$ cat src/rtl/riscv_pkg.sv
// Shared RISC-V core definitions: M-extension funct3 codes, MDU state
// encoding and the OP/MULDIV decode constants used by the controller.
package riscv_pkg;

  localparam logic [2:0] MDU_MUL    = 3'b000;
  localparam logic [2:0] MDU_MULH   = 3'b001;
  localparam logic [2:0] MDU_MULHSU = 3'b010;
  localparam logic [2:0] MDU_MULHU  = 3'b011;
  localparam logic [2:0] MDU_DIV    = 3'b100;
  localparam logic [2:0] MDU_DIVU   = 3'b101;
  localparam logic [2:0] MDU_REM    = 3'b110;
  localparam logic [2:0] MDU_REMU   = 3'b111;

  // R-type OP opcode; funct7 = 0000001 selects the M extension
  localparam logic [6:0] OPCODE_OP     = 7'b0110011;
  localparam logic [6:0] FUNCT7_MULDIV = 7'b0000001;

  typedef enum logic [1:0] {
    MDU_IDLE = 2'd0,
    MDU_CALC = 2'd1,
    MDU_FIX  = 2'd2,
    MDU_DONE = 2'd3
  } mdu_state_t;

endpackage

$ cat src/rtl/mdu_multicycle.sv
// Iterative RV32M multiply/divide unit: shift-add multiply and restoring
// divide on operand magnitudes, one bit per cycle, with a final sign-fix
// cycle. Divide-by-zero, signed overflow and disabled-divide requests
// bypass the iteration and complete in the cycle after accept.
module mdu_multicycle
  import riscv_pkg::*;
#(
  parameter int XLEN       = 32,
  parameter bit ENABLE_DIV = 1'b1
) (
  input  logic            clk,
  input  logic            rst,
  input  logic            start,
  input  logic [2:0]      func3,
  input  logic [XLEN-1:0] a,
  input  logic [XLEN-1:0] b,
  output logic            busy,
  output logic            done,
  output logic [XLEN-1:0] result
);

  localparam int CW = $clog2(XLEN);
  localparam logic [XLEN-1:0] MIN_NEG = {1'b1, {(XLEN-1){1'b0}}};

  // Two's-complement negate when neg is set (magnitude or sign restore)
  function automatic logic [XLEN-1:0] cond_neg(input logic [XLEN-1:0] v, input logic neg);
    return neg ? ('0 - v) : v;
  endfunction

  function automatic logic [2*XLEN-1:0] cond_neg2(input logic [2*XLEN-1:0] v, input logic neg);
    return neg ? ('0 - v) : v;
  endfunction

  mdu_state_t          state, state_nx;
  logic [2:0]          op;
  logic                sa, sb;
  logic [XLEN-1:0]     opr;        // multiplicand or divisor magnitude
  logic [2*XLEN-1:0]   acc;        // mul: product:multiplier, div: remainder:quotient
  logic [CW-1:0]       cnt;

  logic                accept, is_div, sgn_a_in, sgn_b_in, special;
  logic [XLEN-1:0]     special_res, fix_res;
  logic [XLEN:0]       mul_sum, div_tmp, div_diff;
  logic [2*XLEN-1:0]   acc_step, prod;

  assign accept   = start && (state == MDU_IDLE || state == MDU_DONE);
  assign is_div   = func3[2];
  assign sgn_a_in = a[XLEN-1] && (func3 == MDU_MULH || func3 == MDU_MULHSU ||
                                  func3 == MDU_DIV  || func3 == MDU_REM);
  assign sgn_b_in = b[XLEN-1] && (func3 == MDU_MULH || func3 == MDU_DIV ||
                                  func3 == MDU_REM);

  // Special-case detection and result, evaluated on the raw request
  always_comb begin
    special     = 1'b0;
    special_res = '0;
    if (is_div) begin
      if (!ENABLE_DIV) begin
        special     = 1'b1;
        special_res = '0;
      end else if (b == '0) begin
        special     = 1'b1;
        special_res = func3[1] ? a : '1;
      end else if (!func3[0] && a == MIN_NEG && b == '1) begin
        special     = 1'b1;
        special_res = func3[1] ? '0 : a;
      end
    end
  end

  // One iteration step: shift-add for multiply, restoring step for divide
  always_comb begin
    mul_sum  = {1'b0, acc[2*XLEN-1:XLEN]} + {1'b0, (acc[0] ? opr : {XLEN{1'b0}})};
    div_tmp  = {acc[2*XLEN-1:XLEN], acc[XLEN-1]};
    div_diff = div_tmp - {1'b0, opr};
    if (!op[2])
      acc_step = {mul_sum, acc[XLEN-1:1]};
    else if (div_diff[XLEN])
      acc_step = {div_tmp[XLEN-1:0], acc[XLEN-2:0], 1'b0};
    else
      acc_step = {div_diff[XLEN-1:0], acc[XLEN-2:0], 1'b1};
  end

  // Sign fix and result selection
  always_comb begin
    prod = cond_neg2(acc, sa ^ sb);
    if (!op[2])
      fix_res = (op[1:0] == 2'b00) ? prod[XLEN-1:0] : prod[2*XLEN-1:XLEN];
    else if (op[1])
      fix_res = cond_neg(acc[2*XLEN-1:XLEN], sa);
    else
      fix_res = cond_neg(acc[XLEN-1:0], sa ^ sb);
  end

  // State register
  always_ff @(posedge clk or posedge rst) begin
    if (rst) state <= MDU_IDLE;
    else     state <= state_nx;
  end

  // Next-state and handshake outputs
  always_comb begin
    state_nx = state;
    busy     = 1'b0;
    done     = 1'b0;
    unique case (state)
      MDU_IDLE: begin
        if (accept) state_nx = special ? MDU_DONE : MDU_CALC;
      end
      MDU_CALC: begin
        busy = 1'b1;
        if (cnt == '0) state_nx = MDU_FIX;
      end
      MDU_FIX: begin
        busy     = 1'b1;
        state_nx = MDU_DONE;
      end
      MDU_DONE: begin
        done     = 1'b1;
        state_nx = accept ? (special ? MDU_DONE : MDU_CALC) : MDU_IDLE;
      end
      default: state_nx = MDU_IDLE;
    endcase
  end

  // Operand latch, iteration datapath and result register
  always_ff @(posedge clk or posedge rst) begin
    if (rst) begin
      op     <= '0;
      sa     <= 1'b0;
      sb     <= 1'b0;
      opr    <= '0;
      acc    <= '0;
      cnt    <= '0;
      result <= '0;
    end else if (accept) begin
      op  <= func3;
      sa  <= sgn_a_in;
      sb  <= sgn_b_in;
      cnt <= CW'(XLEN - 1);
      if (is_div) begin
        opr <= cond_neg(b, sgn_b_in);
        acc <= {{XLEN{1'b0}}, cond_neg(a, sgn_a_in)};
      end else begin
        opr <= cond_neg(a, sgn_a_in);
        acc <= {{XLEN{1'b0}}, cond_neg(b, sgn_b_in)};
      end
      if (special) result <= special_res;
    end else if (state == MDU_CALC) begin
      acc <= acc_step;
      cnt <= cnt - CW'(1);
    end else if (state == MDU_FIX) begin
      result <= fix_res;
    end
  end

endmodule

$ cat config.mk
export PLATFORM = sky130hd
export DESIGN_NAME = mdu_multicycle
export DESIGN_NICKNAME = d
export VERILOG_FILES = /design/src/rtl/riscv_pkg.sv /design/src/rtl/mdu_multicycle.sv
export SDC_FILE = /design/constraint.sdc
export NUM_CORES = 1
export LEC_CHECK = 0
export ABC_CLOCK_PERIOD_IN_PS = 5100
export CORE_MARGIN = 4
export CORE_UTILIZATION = 61
export CTS_CLUSTER_SIZE = 25
export DETAILED_ROUTE_END_ITERATION = 10
export PLACE_DENSITY_LB_ADDON = 0.05
export RECOVER_POWER = 100
export SYNTH_ARGS = -nofsm -noshare
export SYNTH_HDL_FRONTEND = slang
export SYNTH_SLANG_ARGS = --single-unit
export TNS_END_PERCENT = 10
$ cat constraint.sdc
create_clock -name clk -period 5.1 [get_ports clk]
set_input_delay 1.02 -clock clk [delete_from_list [all_inputs] [get_ports clk]]
set_output_delay 1.02 -clock clk [all_outputs]
set_load 0.05 [all_outputs]
==> Word level (Yosys, flattened, before mapping) <==
Index checks and enable logic that the tools add are counted.
{ "word_totals": {"out_inout_bits": 34, "regBits": 140, "wordCells": 87, "inputBits": 70} }
{ "classes": {"eq_ne": 13, "bitwise": 1, "addsub": 8, "mux": 36, "reduce_logical": 21} }
{ "op_table": {"columns": ["operator", "n"], "rows": [
  ["2-to-1 mux 32 bit", 19],
  ["2-to-1 mux 64 bit", 5],
  ["subtractor 1 x 32 -> 32 bit, first input constant", 4],
  ["equality test 32 bit, second input constant", 2],
  ["subtractor 1 x 64 -> 64 bit, first input constant", 1],
  ["adder 32 x 32 -> 33 bit", 1],
  ["subtractor 33 x 32 -> 33 bit", 1],
  ["logical NOT 32 bit", 1],
  ["2-to-1 mux 5 bit", 2],
  ["2-to-1 mux 2 bit", 4],
  ["one-hot mux 2 bit (4 select lines)", 1],
  ["equality test 3 bit, second input constant", 2],
  ["logical OR 1 bit", 6],
  ["!= test 2 bit, second input constant", 3],
  ["logical AND 1 bit", 5],
  ["logical NOT 5 bit", 1],
  ["2-to-1 mux 1 bit", 5],
  ["subtractor 5 x 1 -> 5 bit, second input constant", 1],
  ["equality test 2 bit, second input constant", 2],
  ["logical NOT 2 bit", 2],
  ["nonzero test 2 bit", 2],
  ["equality test 3 x 1 -> 1 bit, second input constant", 1],
  ["equality test 3 x 2 -> 1 bit, second input constant", 1],
  ["AND reduction 3 bit", 1],
  ["other kinds (6)", 6]
]} }

==> Depth between registers and ports, before layout <==
{ "logic_depth": {"depth_word": 9, "depth_mapped": 14} }

==> Least setup slack after synthesis <==
Ideal clock, no wire load.
{ "synth_path": {"kind": "input to register", "startpoint": "input a[1]", "endpoint": "register result[18]", "slack_ps": 1353, "t_required_ps": 4958, "n_path_buf": 1, "t_arrival_ps": 3605, "stages": 12, "cell_sequence": "inv_1 ha_1 or4b_2 nor4_2 nand2_1 nor3_2 and3_1 o21ai_1 o31a_1 clkbuf_1 nand2_1 o221ai_1"} }
{ "synth_between": {"elab_chain_len": 8, "elab_cells_between_ends": 13, "cone_classes": "eq/ne (2); mux (8); reduce/logical (3)"} }
{ "synth_rtl": {"columns": ["item", "line", "source"], "rows": [
  ["start, declared", "mdu_multicycle.sv:15", "input logic [XLEN-1:0] a,"],
  ["equality test 32 bit *", "mdu_multicycle.sv:64", "end else if (!func3[0] && a == MIN_NEG && b == '1) begin"],
  ["logical AND 1 bit * (2 in a row)", "mdu_multicycle.sv:64", null],
  ["2-to-1 mux 1 bit or 2-to-1 mux 32 bit (tied branches)", "mdu_multicycle.sv:64", null],
  ["2-to-1 mux 1 bit or 2-to-1 mux 32 bit (tied branches)", "mdu_multicycle.sv:61", "end else if (b == '0) begin"],
  ["2-to-1 mux 1 bit or 2-to-1 mux 32 bit (tied branches)", "mdu_multicycle.sv:57", "if (is_div) begin"],
  ["!= test 2 x 1 -> 1 bit (no source line) or 2-to-1 mux 32 bit (tied branches)", null, null],
  ["AND reduction 3 bit (no source line) or 2-to-1 mux 32 bit (tied branches)", null, null],
  ["end signal, assigned", "mdu_multicycle.sv:148", "if (special) result <= special_res;"],
  ["end signal, assigned", "mdu_multicycle.sv:153", "result <= fix_res;"],
  ["end, declared", "mdu_multicycle.sv:19", "output logic [XLEN-1:0] result"]
]} }
Mark *: on every way between the ends. The rest lies on a longest branch, timed or not. The select of a mux whose other input is x is not followed.
A chain may end at the register's enable or synchronous reset.

==> Worst setup path after layout <==
{ "layout_path": {"startpoint": "input start", "endpoint": "register result[14]"} }
{ "layout_between": {"elab_chain_len": 3, "elab_cells_between_ends": 6, "cone_classes": "eq/ne (2); mux (1); reduce/logical (3)"} }
{ "layout_rtl": {"columns": ["item", "line", "source"], "rows": [
  ["start, declared", "mdu_multicycle.sv:13", "input logic start,"],
  ["logical AND 1 bit *", "mdu_multicycle.sv:46", "assign accept = start && (state == MDU_IDLE || state == MDU_DONE);"],
  ["!= test 2 x 1 -> 1 bit (no source line) (tied with other cells)", null, null],
  ["AND reduction 3 bit (no source line)", null, null]
]} }
Mark *: on every way between the ends. The rest lies on a longest branch, timed or not.

==> impl_metrics.tcl <==
set metrics [dict create \
    status "finished with violations" \
    violations "max-capacitance violations, max-slew violations" \
    fin_area_sq_mm 0.0167 \
    path_max_fanout 35 \
    drv_slew 156 \
    yosysUniqueCellTypes 84 \
    cts.root.buffer_cell "clkbuf_16" \
    min_path_type "flip-flop to flip-flop" \
    die_height_um 165 \
    numCtsBuffers 17 \
    post_dp_cell_area_sq_mm 0.0161 \
    synth_edf_count 0 \
    wl_per_cell_um 24.4 \
    yosysWarnings 0 \
    drt_iter0_drc 2658 \
    p_total_mw 13.1 \
    overflow 0 \
    routabilityCongestion 1.07 \
    synth-seq-cells 140 \
    core_area_sq_mm 0.0242 \
    timing.fmax_mhz 209 \
    cts_hold_buf 0 \
    min_period_ns 4.79 \
    tns_ns 0 \
    n_antenna_cell 0 \
    rows 57 \
    fin_skew_ns 0.0132 \
    vdd_ir_drop_max_v 0.000440 \
    critPathCaptureType "flip-flop" \
    synth_flop_cell "dfrtp_1" \
    track_usage 0.414 \
    detail_route.first_pass.iterations 7 \
    htreeDepth 4 \
    finalCritPeriodShare 0.940 \
    p_leak_nw 6.80 \
    cp.required_ns 5.40 \
    cts_buffer_depth 2 \
    arrival_ns 5.09 \
    die_w_um 165 \
    r2r_start "state[0]" \
    async_flop_share 1.00 \
    whs_path_depth 2 \
    worstHoldStart "opr[16]" \
    holdWs_ns 0.488 \
    final_cell_mix "o21ai_0 (232), nand2_1 (206), nor2_1 (187)" \
    wl_um 57400 \
    port_buffers 103 \
    area_growth_pct 11.4 \
    slew_headroom -0.996 \
    syn_area_per_cell_sq_um 7.44 \
    grt_pass1_wl_um 85800 \
    startpoint "start" \
    finalHoldViolations 0 \
    grt_max_degree 79 \
    nNetsFinal 2168 \
    drive_gt1_frac 0.0516 \
    clock_sinks 140 \
    r2r-end "result[14]" \
    maxCapViolations 3 \
    path_class "input port to flip-flop" \
    cts_tree "done" \
    drt-vias-per-instance 6.95 \
    final_common_cell "o21ai_0" \
    finalSetupViolCount 0 \
    grt_pass1_vias 14551 \
    r2r_slack_ns 0.70 \
    clkTransAtPathRegs_ns 0.07 \
    rr_worst_depth 9 \
    vias 16394 \
    rsz0062_at_grt "false" \
    tightest_slew_ns 2.99 \
    cts_setup_buffers 0 \
    p_per_area_mw_per_mm2 786 \
    die_area_sq_mm 0.0271 \
    io_pins 104 \
    route.detailed.drc 0 \
    cts_resized 0 \
    ant_nets 0 \
    min_to "opr[16]" \
    syn_inst 2010 \
    syn_area_sq_mm 0.0150 \
    antenna_found_initial 1 \
    start_util 0.617 \
    syn_nets 2157 \
    ys_seq_area_frac 0.234 \
    insertion_delay_ns 0.44 \
    hpwl_um 43700 \
    critPathLaunchType "input port" \
]
[final cells by class]
cell class              count  area [sq um]
inverters                  71           267
clock inverters            14           149
fillers                  2141          7590
well taps                 324           405
clock buffers              18           439
multi-input cells        1657         10600
flip-flops and latches    140          3500
repair buffers            134          1270
[Yosys cell counts (5+ instances only)]
| library cell | number | share of area |
|---|---|---|
| nand4_1 | 18 | 0.0075 |
| and3_1 | 12 | 0.0050 |
| a211oi_1 | 24 | 0.012 |
| xor2_1 | 98 | 0.057 |
| o41ai_1 | 18 | 0.011 |
| or4_1 | 17 | 0.0085 |
| o21a_1 | 14 | 0.0070 |
| or2_2 | 18 | 0.0075 |
| o221ai_1 | 5 | 0.0029 |
| ha_1 | 75 | 0.063 |
| and2_1 | 5 | 0.0021 |
| o31a_1 | 9 | 0.0053 |
| nor2_1 | 187 | 0.047 |
| a31oi_1 | 36 | 0.015 |
| inv_1 | 71 | 0.018 |
| or3_1 | 13 | 0.0054 |
| buf_1 | 12 | 0.0030 |
| a221oi_1 | 5 | 0.0029 |
| clkbuf_1 | 118 | 0.030 |
| a21oi_1 | 158 | 0.053 |
| nor3_1 | 40 | 0.013 |
| nor3b_1 | 5 | 0.0025 |
| o21ai_0 | 232 | 0.078 |
| nand2b_1 | 18 | 0.0075 |
| a31o_2 | 6 | 0.0035 |
| nor4_1 | 17 | 0.0071 |
| o211ai_1 | 71 | 0.036 |
| dfrtp_1 | 140 | 0.23 |
| mux2i_1 | 49 | 0.033 |
| o22ai_1 | 14 | 0.0059 |
| o31ai_1 | 23 | 0.012 |
| nor2b_1 | 9 | 0.0038 |
| o21bai_1 | 7 | 0.0035 |
| buf_2 | 7 | 0.0023 |
| xnor2_1 | 105 | 0.062 |
| a22oi_1 | 15 | 0.0075 |
| a41oi_1 | 5 | 0.0029 |
| nand3_1 | 30 | 0.010 |
| a21o_1 | 21 | 0.011 |
| nand2_1 | 206 | 0.052 |
[worst max path at each step]
| stage | endpoint | slack [ns] | depth (start not counted) |
|---|---|---|---|
| global placement | result[4] | 0.44 | 12 |
| global route | result[4] | 0.24 | 12 |
| CTS | result[15] | 0.73 | 12 |
| finish | result[14] | 0.31 | 8 |
| floorplan | acc[0] | 0.33 | 1 |
| detailed placement | result[15] | 0.30 | 12 |
[power by group]
part	leakage [nW]	internal (mW)	switching, mW
registers	1.70	1.64	0.814
logic	4.81	3.31	6.04
clock network	0.285	0.706	0.596
total	6.80	5.65	7.45
[cell families (layout without fill, tap and decap cells)]
family | Yosys count | after routing | share of synthesized area
simple gates | 621 | 621 | 0.196
buf+inv | 213 | 237 | 0.0554
mux | 49 | 49 | 0.0328
fa+ha+maj | 77 | 77 | 0.0654
flops | 140 | 140 | 0.234
compound gates | 707 | 707 | 0.297
xor+xnor | 203 | 203 | 0.119
[stage by stage]
stage / cells / worst slack [ns] / utilization
2_1_floorplan: 2010 / 0.327 / -
3_3_place_gp: 2326 / 0.444 / 0.665
3_5_place_dp: 2326 / 0.298 / 0.665
4_1_cts: 2358 / 0.733 / 0.689
5_1_grt: 2358 / 0.236 / 0.687
6_report: 2358 / 0.308 / 0.687
[layer usage]
layer,routed length (um),track usage
met1,22900,0.585
met2,23900,0.594
met3,7480,0.0951
met4,3190,0.203
met5,11,0
[state kept, by name, summed over array words and instances (netlist names)]
register  cells
acc          64
opr          32
result       32
cnt           5
op            3
state         2
sa            1
sb            1
[critical path, stage by stage]
cell and delay (ns):
dlygate4sd3_1 0.59, nor2b_1 0.87, clkbuf_1 1.26, nor2_1 0.33, nand2_1 0.32, o22ai_1 0.13
a21oi_1 0.40, a31oi_1 0.14
(Power assumes the default switching activity.)
